==> src/rtl/ir_nec_cmd_decoder_if.sv <==
// rtl/ir_nec_cmd_decoder_if.sv - IR receiver input and decoded command outputs of the NEC decoder
`timescale 1ns/1ps
interface ir_nec_cmd_decoder_if;
    logic       ir_in;
    logic [2:0] state_control;
    logic [7:0] cmd_code;
    logic [7:0] addr;
    logic       cmd_valid;
    logic       rep;
    logic       error;
    logic       busy;

    modport slave (
        input  ir_in,
        output state_control, cmd_code, addr, cmd_valid, rep, error, busy
    );

    modport master (
        output ir_in,
        input  state_control, cmd_code, addr, cmd_valid, rep, error, busy
    );
endinterface

==> src/rtl/ir_nec_cmd_decoder.sv <==
// rtl/ir_nec_cmd_decoder.sv - NEC IR frame decoder producing 3-bit drive commands
`timescale 1ns/1ps
module ir_nec_cmd_decoder #(
    parameter int TICKS_PER_US = 50
) (
    input logic                 clk,
    input logic                 rst,
    ir_nec_cmd_decoder_if.slave ir_if
);
    localparam int PW = (TICKS_PER_US > 1) ? $clog2(TICKS_PER_US) : 1;
    localparam logic [PW-1:0] PSC_MAX    = PW'(TICKS_PER_US - 1);
    localparam logic [13:0]   US_MAX     = 14'd16383;
    localparam logic [13:0]   TIMEOUT_US = 14'd12000;

    typedef enum logic [2:0] {
        IDLE, LEADER, HDR_SPACE, BIT_MARK, BIT_SPACE, STOP_MARK, REP_MARK
    } state_t;

    logic          sync1_q, sync2_q, prev_q;
    logic          ir_edge, ir_fall;
    logic [PW-1:0] psc_q;
    logic [13:0]   us_cnt_q;

    state_t        state_q, state_d;
    logic [4:0]    bit_cnt_q, bit_cnt_d;
    logic [31:0]   shift_q, shift_d;
    logic          last_ok_q, last_ok_d;
    logic [7:0]    addr_q, addr_d;
    logic [7:0]    cmd_q, cmd_d;
    logic [2:0]    sc_q, sc_d;
    logic          cmd_valid_q, cmd_valid_d;
    logic          rep_q, rep_d;
    logic          error_q, error_d;
    logic          fail;

    // Synchronizer resets to the idle-high level so a quiet line produces no edge.
    always_ff @(posedge clk or posedge rst) begin
        if (rst) begin
            sync1_q <= 1'b1;
            sync2_q <= 1'b1;
            prev_q  <= 1'b1;
        end else begin
            sync1_q <= ir_if.ir_in;
            sync2_q <= sync1_q;
            prev_q  <= sync2_q;
        end
    end

    assign ir_edge = sync2_q ^ prev_q;
    assign ir_fall = prev_q & ~sync2_q;

    always_ff @(posedge clk or posedge rst) begin
        if (rst) begin
            psc_q    <= '0;
            us_cnt_q <= '0;
        end else if (ir_edge) begin
            psc_q    <= '0;
            us_cnt_q <= '0;
        end else if (psc_q == PSC_MAX) begin
            psc_q <= '0;
            if (us_cnt_q != US_MAX) us_cnt_q <= us_cnt_q + 14'd1;
        end else begin
            psc_q <= psc_q + 1'b1;
        end
    end

    function automatic logic in_win(input logic [13:0] v, input logic [13:0] lo,
                                    input logic [13:0] hi);
        return (v >= lo) && (v <= hi);
    endfunction

    logic w_leader, w_hdr, w_rep_hdr, w_short, w_long, frame_ok;
    assign w_leader  = in_win(us_cnt_q, 14'd8000, 14'd10000);
    assign w_hdr     = in_win(us_cnt_q, 14'd4000, 14'd5000);
    assign w_rep_hdr = in_win(us_cnt_q, 14'd2000, 14'd2500);
    assign w_short   = in_win(us_cnt_q, 14'd400,  14'd700);
    assign w_long    = in_win(us_cnt_q, 14'd1400, 14'd1900);
    assign frame_ok  = (shift_q[15:8] == ~shift_q[7:0]) && (shift_q[31:24] == ~shift_q[23:16]);

    always_ff @(posedge clk or posedge rst) begin
        if (rst) begin
            state_q     <= IDLE;
            bit_cnt_q   <= '0;
            shift_q     <= '0;
            last_ok_q   <= 1'b0;
            addr_q      <= '0;
            cmd_q       <= '0;
            sc_q        <= 3'b000;
            cmd_valid_q <= 1'b0;
            rep_q       <= 1'b0;
            error_q     <= 1'b0;
        end else begin
            state_q     <= state_d;
            bit_cnt_q   <= bit_cnt_d;
            shift_q     <= shift_d;
            last_ok_q   <= last_ok_d;
            addr_q      <= addr_d;
            cmd_q       <= cmd_d;
            sc_q        <= sc_d;
            cmd_valid_q <= cmd_valid_d;
            rep_q       <= rep_d;
            error_q     <= error_d;
        end
    end

    always_comb begin
        state_d     = state_q;
        bit_cnt_d   = bit_cnt_q;
        shift_d     = shift_q;
        last_ok_d   = last_ok_q;
        addr_d      = addr_q;
        cmd_d       = cmd_q;
        sc_d        = sc_q;
        cmd_valid_d = 1'b0;
        rep_d       = 1'b0;
        error_d     = 1'b0;
        fail        = 1'b0;
        case (state_q)
            IDLE: if (ir_fall) state_d = LEADER;
            LEADER: if (ir_edge) begin
                if (w_leader) state_d = HDR_SPACE;
                else          fail = 1'b1;
            end
            HDR_SPACE: if (ir_edge) begin
                if (w_hdr) begin
                    bit_cnt_d = '0;
                    state_d   = BIT_MARK;
                end else if (w_rep_hdr) begin
                    state_d = REP_MARK;
                end else begin
                    fail = 1'b1;
                end
            end
            BIT_MARK: if (ir_edge) begin
                if (w_short) state_d = BIT_SPACE;
                else         fail = 1'b1;
            end
            BIT_SPACE: if (ir_edge) begin
                if (w_short || w_long) begin
                    shift_d   = {w_long, shift_q[31:1]};
                    bit_cnt_d = bit_cnt_q + 5'd1;
                    state_d   = (bit_cnt_q == 5'd31) ? STOP_MARK : BIT_MARK;
                end else begin
                    fail = 1'b1;
                end
            end
            STOP_MARK: if (ir_edge) begin
                if (!w_short) begin
                    fail = 1'b1;
                end else begin
                    state_d = IDLE;
                    if (frame_ok) begin
                        addr_d      = shift_q[7:0];
                        cmd_d       = shift_q[23:16];
                        cmd_valid_d = 1'b1;
                        last_ok_d   = 1'b1;
                        case (shift_q[23:16])
                            8'h44:   sc_d = 3'b001;
                            8'h43:   sc_d = 3'b010;
                            8'h46:   sc_d = 3'b011;
                            8'h15:   sc_d = 3'b100;
                            8'h40:   sc_d = 3'b000;
                            default: sc_d = sc_q;
                        endcase
                    end else begin
                        error_d   = 1'b1;
                        last_ok_d = 1'b0;
                    end
                end
            end
            REP_MARK: if (ir_edge) begin
                if (!w_short) begin
                    fail = 1'b1;
                end else begin
                    state_d = IDLE;
                    rep_d   = last_ok_q;
                end
            end
            default: state_d = IDLE;
        endcase
        // A line stuck in one level mid-frame is treated like any other broken frame.
        if ((state_q != IDLE) && !ir_edge && (us_cnt_q >= TIMEOUT_US)) fail = 1'b1;
        if (fail) begin
            error_d   = 1'b1;
            last_ok_d = 1'b0;
            state_d   = IDLE;
        end
    end

    assign ir_if.state_control = sc_q;
    assign ir_if.cmd_code      = cmd_q;
    assign ir_if.addr          = addr_q;
    assign ir_if.cmd_valid     = cmd_valid_q;
    assign ir_if.rep           = rep_q;
    assign ir_if.error         = error_q;
    assign ir_if.busy          = (state_q != IDLE);
endmodule

==> src/flat_wrapper.sv <==
// flat-port wrapper written by rule: the top's interface ports become plain ports
module ir_nec_cmd_decoder_flat 
#(
    parameter int TICKS_PER_US = 50
)
  (clk, rst, ir_if_ir_in, ir_if_state_control, ir_if_cmd_code, ir_if_addr, ir_if_cmd_valid, ir_if_rep, ir_if_error, ir_if_busy);
  ir_nec_cmd_decoder_if ir_if_i ();
  input logic clk;
  input logic rst;
  input wire logic [$bits(ir_if_i.ir_in)-1:0] ir_if_ir_in;
  output wire logic [$bits(ir_if_i.state_control)-1:0] ir_if_state_control;
  output wire logic [$bits(ir_if_i.cmd_code)-1:0] ir_if_cmd_code;
  output wire logic [$bits(ir_if_i.addr)-1:0] ir_if_addr;
  output wire logic [$bits(ir_if_i.cmd_valid)-1:0] ir_if_cmd_valid;
  output wire logic [$bits(ir_if_i.rep)-1:0] ir_if_rep;
  output wire logic [$bits(ir_if_i.error)-1:0] ir_if_error;
  output wire logic [$bits(ir_if_i.busy)-1:0] ir_if_busy;
  assign ir_if_i.ir_in = ir_if_ir_in;
  assign ir_if_state_control = ir_if_i.state_control;
  assign ir_if_cmd_code = ir_if_i.cmd_code;
  assign ir_if_addr = ir_if_i.addr;
  assign ir_if_cmd_valid = ir_if_i.cmd_valid;
  assign ir_if_rep = ir_if_i.rep;
  assign ir_if_error = ir_if_i.error;
  assign ir_if_busy = ir_if_i.busy;
  ir_nec_cmd_decoder #(.TICKS_PER_US(TICKS_PER_US)) u_core (.clk(clk), .rst(rst), .ir_if(ir_if_i));
endmodule
==> config.mk <==
export PLATFORM = sky130hd
export DESIGN_NAME = ir_nec_cmd_decoder_flat
export DESIGN_NICKNAME = d
export VERILOG_FILES = /design/src/rtl/ir_nec_cmd_decoder_if.sv /design/src/rtl/ir_nec_cmd_decoder.sv /design/src/flat_wrapper.sv
export SDC_FILE = /design/constraint.sdc
export NUM_CORES = 1
export LEC_CHECK = 0
export CELL_PAD_IN_SITES_DETAIL_PLACEMENT = 1
export CELL_PAD_IN_SITES_GLOBAL_PLACEMENT = 1
export CORE_ASPECT_RATIO = 0.7
export CORE_UTILIZATION = 44
export CTS_CLUSTER_DIAMETER = 200
export DETAILED_ROUTE_END_ITERATION = 10
export GPL_ROUTABILITY_DRIVEN = 1
export GPL_TIMING_DRIVEN = 0
export PLACE_DENSITY = 0.82
export SLEW_MARGIN = 40
export SYNTH_ARGS = -nofsm -noshare
export SYNTH_HDL_FRONTEND = slang
export SYNTH_SLANG_ARGS = --single-unit
==> constraint.sdc <==
create_clock -name clk -period 2.52 [get_ports clk]
set_clock_uncertainty 0.05 [all_clocks]
set_input_delay 0.378 -clock clk [delete_from_list [all_inputs] [get_ports clk]]
set_output_delay 0.378 -clock clk [all_outputs]
set_load 0.02 [all_outputs]
Word-level counts from Yosys, hierarchy flattened

Index checks and enable logic that the tools add are counted.

Bits in registers: 86
Input port bits: 3
Output and inout bits: 23
Logic and storage cells: 146

$add $sub $neg: 3
$lt $le $gt $ge: 11
Eq/ne operators: 31
Mux-type cells: 53
Bitwise logic cells: 5
Reduce and logical (&&, ||, !) cells: 28

Operators with widths:

| kind                  | count |
|---|---|
| $mux 14               | 3 |
| $mux 3                | 14 |
| $eq 8x7->1 const B    | 4 |
| $ne 3x1->1 const B    | 10 |
| $ge 14x11->1 const B  | 2 |
| $mux 1                | 26 |
| $mux 5                | 4 |
| $pmux 3 s6            | 1 |
| $eq 8x8->1            | 2 |
| $not 8->8             | 2 |
| $pmux 3 s5            | 1 |
| $add 14x1->14 const B | 1 |
| $ge 14x12->1 const B  | 1 |
| $ge 14x13->1 const B  | 1 |
| $ge 14x14->1 const B  | 1 |
| $ge 14x9->1 const B   | 1 |
| $le 14x10->1 const B  | 1 |
| $le 14x11->1 const B  | 1 |
| $le 14x12->1 const B  | 1 |
| $le 14x13->1 const B  | 1 |
| $le 14x14->1 const B  | 1 |
| $ne 14x14->1 const B  | 1 |
| $mux 6                | 2 |
| $reduce_bool 2->1     | 6 |
| 28 further kinds      | 43 |

Depth between registers and ports, before layout

Gate-level depths: netlist (run 1).

Word-level depth: 9
Depth in mapped cells: 9
Gate-level depth less buffers: 9

Least setup slack after synthesis (run 1)

No wires, ideal clock.

Kind: reg2reg
From: register u_core.sync2_q
To: register u_core.us_cnt_q[11]
Library setup time: 0.119 ns
Arrival: 2.123 ns
Required time: 2.351 ns
Slack: 0.228 ns
Cell stages (with the launch flop): 10
Buffers on the path: 1
Period minus slack after synthesis: 2.292 ns
Path through: dfstp_2 > inv_1 > ha_1 > clkbuf_1 > and3_1 > a22oi_2 > and4bb_2 > nand3_1 > xnor2_1 > and2_1

Cells in the longest elaborated chain, start to end: 3
Elaborated cells on any way between the ends: 5
Classes of those cells: mux (1); bitwise (1); reduce/logical (3)

RTL lines:

| item                        | RTL line                 | source |
|---|---|---|
| start: declaration          | ir_nec_cmd_decoder.sv:19 | `logic sync1_q, sync2_q, prev_q;` |
| start signal: assignment    | ir_nec_cmd_decoder.sv:44 | `sync2_q <= sync1_q;` |
| $xor 1x1->1 *               | ir_nec_cmd_decoder.sv:49 | `assign ir_edge = sync2_q ^ prev_q;` |
| $reduce_bool 2->1 (no line) | --                       |  |
| $reduce_and 2->1 (no line)  | --                       |  |
| end signal: assignment      | ir_nec_cmd_decoder.sv:61 | `if (us_cnt_q != US_MAX) us_cnt_q <= us_cnt_q + 14'd1;` |
| end: declaration            | ir_nec_cmd_decoder.sv:22 | `logic [13:0] us_cnt_q;` |

Mark *: on every way between the ends. The rest lies on a longest branch, timed or not.
A chain may end at the register's enable or synchronous reset.

Worst setup path in the final report (run 1)

From: register u_core.us_cnt_q[0]
To: register u_core.state_q[0]

Cells in the longest elaborated chain, start to end: 9
Elaborated cells on any way between the ends: 45
Classes of those cells: order compare (11); eq/ne (11); mux (15); reduce/logical (8)

RTL lines:

| item                                               | RTL line                                             | source |
|---|---|---|
| $ge 14x11->1, or another cell as far along         | ir_nec_cmd_decoder.sv:69                             | `return (v >= lo) && (v <= hi);` |
| $logic_and 1x1->1                                  | ir_nec_cmd_decoder.sv:69                             |  |
| $mux 1 or $logic_or 1x1->1 (tied branches)         | ir_nec_cmd_decoder.sv:128, ir_nec_cmd_decoder.sv:139 |  |
| $mux 1, on equally long branches                   | ir_nec_cmd_decoder.sv:125, ir_nec_cmd_decoder.sv:139 |  |
| $mux 1, on equally long branches                   | ir_nec_cmd_decoder.sv:124, ir_nec_cmd_decoder.sv:138 |  |
| $pmux 1 s4                                         | ir_nec_cmd_decoder.sv:118                            | `case (state_q)` |
| $mux 1                                             | ir_nec_cmd_decoder.sv:182                            | `if ((state_q != IDLE) && !ir_edge && (us_cnt_q >= TIMEOUT_US)) fail = 1'b1;` |
| $ne 4x1->1 (no line) or $ne 3x1->1 (tied branches) | --                                                   |  |
| $reduce_and 11->1 (no line)                        | --                                                   |  |
| end signal: assignment                             | ir_nec_cmd_decoder.sv:93                             | `state_q <= state_d;` |
| end: declaration                                   | ir_nec_cmd_decoder.sv:24                             | `state_t state_q, state_d;` |

Parallel ways exist; a longest one is shown, timed or not. The select of a mux whose other input is x is not followed.

==> results_dict.tcl, run 1 <==
set metrics [dict create \
    status "complete, no violations" \
    coreArea_um2 10300 \
    p_leak_nw 2.48 \
    synth-async-reset-ratio_pct 100 \
    yosys.area.top_type "dfrtp_1" \
    gr-total-overflow 0 \
    drt_wl_total_mm 11.7 \
    grt_pass1_vias 3632 \
    dieArea_um2 11000 \
    io_pins 26 \
    clk_latency_ns 0.34 \
    start_util_pct 45.3 \
    synth_compound_area_share_pct 10.5 \
    synth_cells 426 \
    yosysMostFrequentCell "dfrtp_1" \
    netlist_top_cells_count "83 x dfrtp_1, 43 x nor2_1, 27 x nand2_1" \
    rrSetupSlack_ns 0.03 \
    synth_mux_area_share_pct 11.5 \
    path_clk_slew_ns 0.07 \
    yosys_warnings 0 \
    dp.cells 587 \
    p_per_area_nw_per_um2 664 \
    critPathKind "reg2reg" \
    r2r-end "u_core.state_q[0]" \
    multi_input_area_um2 2290 \
    seqCellArea_um2 2160 \
    numPortBuffers 25 \
    antenna_cells 0 \
    drive_above_1_share_pct 24.1 \
    ys_ff_latch 86 \
    fmaxAchievable_mhz 401 \
    synthSimpleGateAreaFrac_pct 18.0 \
    cap_violations 0 \
    grt_max_degree 26 \
    die_y_um 88.2 \
    cts.sinks 86 \
    areaGrowthSynthToFinish_pct 19.9 \
    dr.pass1.iters 6 \
    clockBufferDepth 2 \
    synth.lib_cells_used.distinct 75 \
    crit_path_end_kind "flop" \
    drtIter0Drc 240 \
    syn_nets 436 \
    rows 31 \
    path_max_fanout 5 \
    fill_cells 1107 \
    cp.required_ns 2.74 \
    gp_congestion 0.866 \
    nets 482 \
    rr_startpoint "u_core.us_cnt_q[0]" \
    antenna_left 0 \
    worst_slew_pin_slew_ns 0.640 \
    relSlewSlack_pct 56.9 \
    syn_area_um2 4670 \
    arrival_ns 2.71 \
    synthTopCellsByArea "dfrtp_1 44%, mux2_2 6.0%, mux2_1 5.1%" \
    timing.final.crit_period_ns 2.49 \
    drt-wirelength-per-cell_um 19.3 \
    grt_pass1_wl_mm 19.2 \
    ir_drop_mv 0.396 \
    root_buffer "clkbuf_16" \
    viasPerCell 5.78 \
    startpoint_type "flop" \
    setup_viol 0 \
    die_w_um 125 \
    ys.flop_type "dfrtp_1" \
    synth_edf_count 0 \
    slew_viol_final 0 \
    post-dp-hpwl_mm 8.11 \
    synthAdderAreaFrac_pct 2.09 \
    ys_seq_area_share_pct 46.1 \
    min_path_type "in2async" \
    r2r_cells 9 \
    synth_top_family_by_area "simple AND/OR/NAND/NOR gates" \
    stdcell_count 609 \
    htree_levels 3 \
    min_period_over_period_pct 98.8 \
    numCtsBuffers 9 \
    synth_xor_area_share_pct 5.81 \
    cts_tree "built" \
    cts_hold_buf 0 \
    setup_tns_ns 0 \
    syn_area_per_cell_um2 11.0 \
    power_w 0.00372 \
    antenna_found_initial 0 \
    vias 3523 \
    finalHoldViolCount 0 \
    grt_util_all_layers_pct 22.5 \
    drc 0 \
    post-synth-top-area-fraction_pct 44.4 \
]
per-layer routing:
metal	part of all wire [%]	GRT usage (%)	vias up
met3	4.3	4.05	12
met2	46	35.0	97
met1	49	32.6	1810
met5	0	0	-
met4	1.2	6.32	0
li1	-	-	1604
power breakdown:
part | total (W) | switching [W] | internal [W] | leakage, nW
registers | 0.00147 | 0.0000383 | 0.00143 | 1.18
logic | 0.000912 | 0.000550 | 0.000363 | 1.15
clock network | 0.00134 | 0.000633 | 0.000702 | 0.147
total | 0.00372 | 0.00122 | 0.00250 | 2.48
cell usage in the layout (no fill, tap or decap), drive strengths merged, types with 2 or more instances in the layout:
| master | n |
|---|---|
| dfrtp | 83 |
| dfstp | 3 |
| o21ai | 15 |
| a21boi | 3 |
| a31o | 2 |
| buf | 32 |
| a31oi | 6 |
| a22o | 2 |
| xor2 | 6 |
| o311ai | 2 |
| nand2b | 3 |
| nor4b | 2 |
| mux2 | 46 |
| xnor2 | 25 |
| and3 | 7 |
| nor3 | 5 |
| clkdlybuf4s50 | 25 |
| clkbuf | 11 |
| a41oi | 2 |
| or2 | 3 |
| inv | 22 |
| nor3b | 2 |
| nand2 | 28 |
| nor2 | 44 |
| ha | 7 |
| nand4 | 10 |
| or3 | 6 |
| and2 | 4 |
| mux2i | 2 |
| a21oi | 13 |
| nand3 | 16 |
| a211oi | 3 |
| nor2b | 2 |
| nor4 | 12 |
cells by family (layout without fill, tap and decap cells):
family	count (synthesis)	count (layout)
buffers and inverters	42	93
AO/OA/AOI/OAI	62	62
XOR/XNOR	31	31
adder cells (fa/ha/maj)	8	8
flip-flops	86	86
multiplexers	48	48
AND/OR/NAND/NOR	149	149
layout make-up:
class | count | area share [%]
timing repair buffer | 36 | 7.23
clock inverter | 7 | 1.27
multi-input combinational | 298 | 40.9
sequential | 86 | 38.5
clock buffer | 9 | 4.02
buffer | 24 | 3.97
inverter | 17 | 1.21
tap | 132 | 2.95
stage by stage:
step                      hold slack (ns)  worst slack (ns)  utilization (%)  area (um2)
after detailed placement            0.298            -0.252             50.4        5200
after global routing                0.276           -0.0408             54.3        5600
final                               0.267            0.0292             54.3        5600
after CTS                           0.266            0.0243             53.6        5530
after floorplan                     0.295             0.228                -        4680
after global placement              0.299            -0.186             49.4        5090
critical path, cell delays in order (launching register included):
cell and delay [ns]:
dfrtp_1 0.40, inv_2 0.10, ha_4 0.17, or3b_1 0.38, a211oi_2 0.22, o211ai_1 0.16
and3_4 0.20, a211oi_4 0.34, a41oi_2 0.21, nor3_2 0.19
worst max path at each step:
stage,depth (start not counted),from,endpoint,slack (ns)
floorplan,9,u_core.sync2_q,u_core.us_cnt_q[11],0.23
global placement,9,u_core.sync2_q,u_core.us_cnt_q[13],-0.19
detailed placement,9,u_core.sync2_q,u_core.us_cnt_q[13],-0.25
CTS,9,u_core.us_cnt_q[0],u_core.state_q[0],0.02
global route,9,u_core.us_cnt_q[0],u_core.state_q[0],-0.04
finish,9,u_core.us_cnt_q[0],u_core.state_q[0],0.03
sequential cells by signal (all words and copies together), names as in the netlist, 3 cells and up:
name	count
u_core.bit_cnt_q	5
u_core.ir_if.addr	8
u_core.ir_if.cmd_code	8
u_core.ir_if.state_control	3
u_core.psc_q	6
u_core.shift_q	32
u_core.state_q	3
u_core.us_cnt_q	14
what timing repair did:
item | 4_1_cts | 5_1_grt
setup endpoints to repair | 33 | 48
setup buffers | 3 | 4
cloned | 0 | 0
gates resized for setup | 5 | 12
pin swaps | 3 | 8
Power figures use the tool's default switching activity.
==> run 2: changes to the inputs <==
--- a/config.mk
+++ b/config.mk
@@ -12,7 +12,7 @@
 export CTS_CLUSTER_DIAMETER = 200
 export DETAILED_ROUTE_END_ITERATION = 10
 export GPL_ROUTABILITY_DRIVEN = 1
-export GPL_TIMING_DRIVEN = 0
+export GPL_TIMING_DRIVEN = 1
 export PLACE_DENSITY = 0.82
 export SLEW_MARGIN = 40
 export SYNTH_ARGS = -nofsm -noshare
==> run 2 against run 1 <==
  * Critical path type unchanged
  * Non-clock buffer count decreased by 14
  * Largest cell class unchanged
  * Cell area fell by 3.4%
  * Cell count decreased by 2.1%
  * Critical path depth stayed put
  * Hold slack better by 0.041 ns
  * Worst setup slack gained 0.072 ns
  * Clock power is essentially flat
==> results_dict.tcl, run 2 (synthesized netlist as in run 1, its figures left out) <==
set metrics [dict create \
    worst_slack_ns 0.101 \
    cp_slowest_stage_delay_ns 0.39 \
    viasPerCell 5.66 \
    arrival_ns 2.58 \
    clk_latency_ns 0.34 \
    slew_viol_final 0 \
    wl_met3_um 468 \
    relSlewSlack_pct 54.6 \
    rrSetupSlack_ns 0.10 \
    critPathKind "reg2reg" \
    coreArea_um2 10300 \
    holdCritStartpoint "u_core.sync1_q" \
    drt-wirelength-per-cell_um 18.9 \
    antenna_left 0 \
    grt_max_degree 34 \
    utilization_pct 52.5 \
    htree_levels 3 \
    setup_viol 0 \
    antenna_found_initial 0 \
    hold_path_depth 0 \
    root_buffer "clkbuf_16" \
    io_pins 26 \
    fin_hold_ws_ns 0.308 \
    rr_startpoint "u_core.us_cnt_q[0]" \
    dr.pass1.iters 6 \
    grt_pass1_vias 3467 \
    largest_reg_flops 32 \
    cap_violations 0 \
    die_y_um 88.2 \
    path_cells "inv_2 > ha_4 > or3b_4 > a211oi_4 > o211ai_1 > and3_1 > a211oi_2 > and4_1 > nor3_2" \
    start_util_pct 45.3 \
    gp_congestion 0.894 \
    p_leak_nw 2.37 \
    status "complete, no violations" \
    dieArea_um2 11000 \
    drtIter0Drc 172 \
    cts_hold_buf 0 \
    fmaxAchievable_mhz 413 \
    cts_tree "built" \
    pre_cts_slack_ns -0.0682 \
    ir_drop_mv 0.447 \
    min_path_type "reg2reg" \
    slowest_stage "dfrtp_1" \
    layout_commonest_cell "dfrtp_1" \
    vias 3376 \
    regMostFlops "u_core.shift_q" \
    antenna_cells 0 \
    gr-total-overflow 0 \
    startpoint_type "flop" \
    crit_path_end_kind "flop" \
    routed.top_layer "met4" \
    wl_met2_mm 5.26 \
    final_cell_mix "81 x dfrtp_1, 43 x nor2_1, 27 x nand2_1" \
    nets 469 \
    areaGrowthSynthToFinish_pct 15.8 \
    reg_top3 "u_core.shift_q (32), u_core.us_cnt_q (14)" \
    min_period_over_period_pct 96.0 \
    whs_endpoint "u_core.sync2_q" \
    drt_wl_total_mm 11.3 \
    finalHoldViolCount 0 \
    die_w_um 125 \
    numPortBuffers 25 \
    cts.sinks 86 \
    clockBufferDepth 2 \
    grt_util_all_layers_pct 21.7 \
    rows 31 \
    grt_pass1_wl_mm 18.6 \
    numCtsBuffers 9 \
    cp.required_ns 2.69 \
    post-dp-hpwl_mm 7.95 \
    path_max_fanout 5 \
    drc 0 \
    drive_above_1_share_pct 21.6 \
    path_clk_slew_ns 0.07 \
    setup_tns_ns 0 \
    wl_met1_mm 5.46 \
    timing.final.crit_period_ns 2.42 \
    p_per_area_nw_per_um2 672 \
    worst_slew_pin_slew_ns 0.680 \
    stdcell_count 596 \
    rsz0062_at_grt "yes" \
    r2r-end "u_core.state_q[0]" \
    dp.cells 576 \
    r2r_cells 9 \
]
==> run 2: cell count changes in the layout (fill, tap and decap cells not counted), sizes merged <==
cell,previous run,this run
nor2,44,45
inv,22,16
clkinv,1,3
buf,32,21
clkinvlp,1,2
bufinv,0,1
clkdlybuf4s15,1,0
==> run 2: metrics by stage <==
step,total power [W],area (um2)
floorplan,0.00206,4680
global placement,0.00221,5050
detailed placement,0.00226,5050
CTS,0.00362,5360
global route,0.00380,5420
finish,0.00364,5420
==> run 2: per-layer routing <==
layer | track usage, % | vias up
li1 | - | 1584
met1 | 30.0 | 1711
met2 | 34.1 | 72
met3 | 4.84 | 9
met4 | 7.21 | 0
met5 | 0 | -
==> run 2: layout make-up <==
cell class | instances | area [um2]
fillers | 1105 | 4900
inverters | 17 | 67.6
well taps | 132 | 165
clock buffers | 11 | 233
multi-input cells | 299 | 2290
flip-flops and latches | 86 | 2160
repair buffers | 46 | 445
clock inverters | 5 | 60.1
==> run 2: report_power, final <==
group | switching, W | internal [W]
Combinational | 0.000479 | 0.000341
Clock | 0.000548 | 0.000771
Sequential | 0.0000663 | 0.00143
==> run 2: how the worst max path moves through the flow <==
stage / endpoint / startpoint / slack (ns)
floorplan: u_core.us_cnt_q[11] / u_core.sync2_q / 0.23
global placement: u_core.ir_if.error / u_core.us_cnt_q[0] / 0.06
detailed placement: u_core.state_q[0] / u_core.us_cnt_q[0] / -0.07
CTS: u_core.ir_if.error / u_core.us_cnt_q[1] / 0.03
global route: u_core.state_q[0] / u_core.us_cnt_q[0] / -0.002
finish: u_core.state_q[0] / u_core.us_cnt_q[0] / 0.10
==> run 2: timing repair <==
item / 4_1_cts / 5_1_grt
setup endpoints to repair: 5 / 19
pin swaps: 0 / 8
gates cloned: 0 / 1
buffers inserted: 0 / 3
resized for setup: 3 / 7
==> run 2: worst max-delay path, delay by kind of cell (launching register included) <==
family / cells / cell delay [ns]
AO/OA/AOI/OAI: 3 / 0.68
adder cells (fa/ha/maj): 1 / 0.16
buffers and inverters: 1 / 0.09
flip-flops: 1 / 0.39
AND/OR/NAND/NOR: 4 / 0.93
==> run 3: changes to the inputs <==
--- a/config.mk
+++ b/config.mk
@@ -14,6 +14,7 @@
 export GPL_ROUTABILITY_DRIVEN = 1
 export GPL_TIMING_DRIVEN = 1
 export PLACE_DENSITY = 0.82
+export RECOVER_POWER = 25
 export SLEW_MARGIN = 40
 export SYNTH_ARGS = -nofsm -noshare
 export SYNTH_HDL_FRONTEND = slang
==> run 3 against run 2 <==
  * Utilization fell by 0.17 points
  * Highest routed layer unchanged
  * Critical endpoint unchanged
  * Flip-flop and latch count did not move
  * Critical path depth did not move
  * Power barely moved
  * Combinational power barely moved
  * Hold slack barely moved
  * Non-clock buffer count did not move
  * Worst setup slack got worse by 0.010 ns
  * Critical path type unchanged
  * Global-route usage did not move
  * Via count fell by 0.27%
  * Sequential power barely moved
==> results_dict.tcl, run 3 (synthesized netlist as in run 1, its figures left out) <==
set metrics [dict create \
    cts_hold_buf 0 \
    setup_tns_ns 0 \
    antenna_found_initial 0 \
    worst_slack_ns 0.0910 \
    dp.cells 576 \
    clockBufferDepth 2 \
    min_period_over_period_pct 96.4 \
    stdcell_count 596 \
    finalHoldViolCount 0 \
    startpoint_type "flop" \
    arrival_ns 2.59 \
    whs_endpoint "u_core.sync2_q" \
    p_per_area_nw_per_um2 673 \
    reg_top3 "u_core.shift_q (32), u_core.us_cnt_q (14)" \
    drt-wirelength-per-cell_um 18.9 \
    drive_above_1_share_pct 21.6 \
    rows 31 \
    layout_commonest_cell "dfrtp_1" \
    root_buffer "clkbuf_16" \
    final_cell_mix "81 x dfrtp_1, 43 x nor2_1, 27 x nand2_1" \
    cp_slowest_stage_delay_ns 0.39 \
    cap_violations 0 \
    numPortBuffers 25 \
    drtIter0Drc 176 \
    gr-total-overflow 0 \
    die_y_um 88.2 \
    timing.final.crit_period_ns 2.43 \
    rrSetupSlack_ns 0.09 \
    vias 3367 \
    min_path_type "reg2reg" \
    viasPerCell 5.65 \
    critPathKind "reg2reg" \
    r2r_cells 9 \
    seqCellArea_um2 2160 \
    htree_levels 3 \
    antenna_left 0 \
    rr_startpoint "u_core.us_cnt_q[0]" \
    fin_hold_ws_ns 0.308 \
    fill_cells 1106 \
    postPlaceCellArea_um2 5050 \
    cts_tree "built" \
    io_pins 26 \
    worst_slew_pin_slew_ns 1.32 \
    final_area_um2 5400 \
    cp_num_cells 9 \
    coreArea_um2 10300 \
    nets 469 \
    drt_wl_total_mm 11.3 \
    path_max_fanout 5 \
    post-dp-hpwl_mm 7.95 \
    r2r-end "u_core.state_q[0]" \
    crit_path_end_kind "flop" \
    path_cells "inv_2 > ha_4 > or3b_4 > a211oi_4 > o211ai_1 > and3_1 > a211oi_2 > and4_1 > nor3_2" \
    numCtsBuffers 9 \
    grt_pass1_wl_mm 18.6 \
    path_clk_slew_ns 0.06 \
    largest_reg_flops 32 \
    cts.sinks 86 \
    status "complete, no violations" \
    gp_congestion 0.894 \
    critPathTopFamily "simple AND/OR/NAND/NOR gates" \
    cp.required_ns 2.69 \
    grt_max_degree 34 \
    slew_viol_final 0 \
    clk_latency_ns 0.34 \
    rsz0062_at_grt "yes" \
    dr.pass1.iters 6 \
    multi_input_area_um2 2290 \
    crit_path_start "u_core.us_cnt_q[0]" \
    p_leak_nw 2.36 \
    relSlewSlack_pct 11.5 \
    areaGrowthSynthToFinish_pct 15.5 \
    dieArea_um2 11000 \
    antenna_cells 0 \
    setup_viol 0 \
    pre_cts_slack_ns -0.0682 \
    regMostFlops "u_core.shift_q" \
    grt_pass1_vias 3467 \
    ir_drop_mv 0.446 \
    grt_util_all_layers_pct 21.7 \
    holdCritStartpoint "u_core.sync1_q" \
    cp_num_buf_inv 1 \
    fmaxAchievable_mhz 412 \
    slowest_stage "dfrtp_1" \
    hold_path_depth 0 \
    start_util_pct 45.3 \
    die_w_um 125 \
    drc 0 \
]
## run 3: cell types whose count changed in the layout (fill, tap and decap cells not counted), sizes merged
cell	change
clkdlybuf4s50	-2
dlygate4sd3	+2
buf	-1
clkbuf	+1
## run 3: area by class of cell
| type | count | share of cell area, % |
|---|---|---|
| tap | 132 | 3.06 |
| inverter | 17 | 1.21 |
| clock buffer | 11 | 4.31 |
| timing repair buffer | 46 | 7.97 |
| sequential | 86 | 40.0 |
| clock inverter | 5 | 1.11 |
| multi-input combinational | 299 | 42.4 |
## run 3: report_power, final
part	switching, W	leakage, nW	internal, W	total [W]
clock network	0.000547	0.140	0.000771	0.00132
logic	0.000479	1.04	0.000338	0.000817
registers	0.0000665	1.18	0.00143	0.00150
total	0.00109	2.36	0.00254	0.00363
## run 3: metrics by stage
step	total power (W)	utilization, %
6_report	0.00363	52.3
5_1_grt	0.00380	52.3
4_1_cts	0.00362	51.9
3_5_place_dp	0.00226	48.9
3_3_place_gp	0.00221	48.9
2_1_floorplan	0.00206	-
## run 3: worst max-delay path by stage
stage / to
finish: u_core.state_q[0]
CTS: u_core.ir_if.error
global route: u_core.state_q[0]
detailed placement: u_core.state_q[0]
floorplan: u_core.us_cnt_q[11]
global placement: u_core.ir_if.error
## run 3: what timing repair did
| action | 4_1_cts | 5_1_grt |
|---|---|---|
| endpoints found under the setup margin | 5 | 19 |
| resized for setup | 3 | 7 |
| cloned | 0 | 1 |
| buffers inserted | 0 | 3 |
| hold endpoints to repair | 0 | 0 |
| pin swaps | 0 | 8 |
## run 3: routing by layer
metal | track usage [%] | share of wire (%) | up-vias
met3 | 4.84 | 3.7 | 11
met1 | 30.0 | 49 | 1709
met4 | 7.21 | 1.1 | 0
met5 | 0 | 0 | -
li1 | - | - | 1584
met2 | 34.1 | 47 | 63
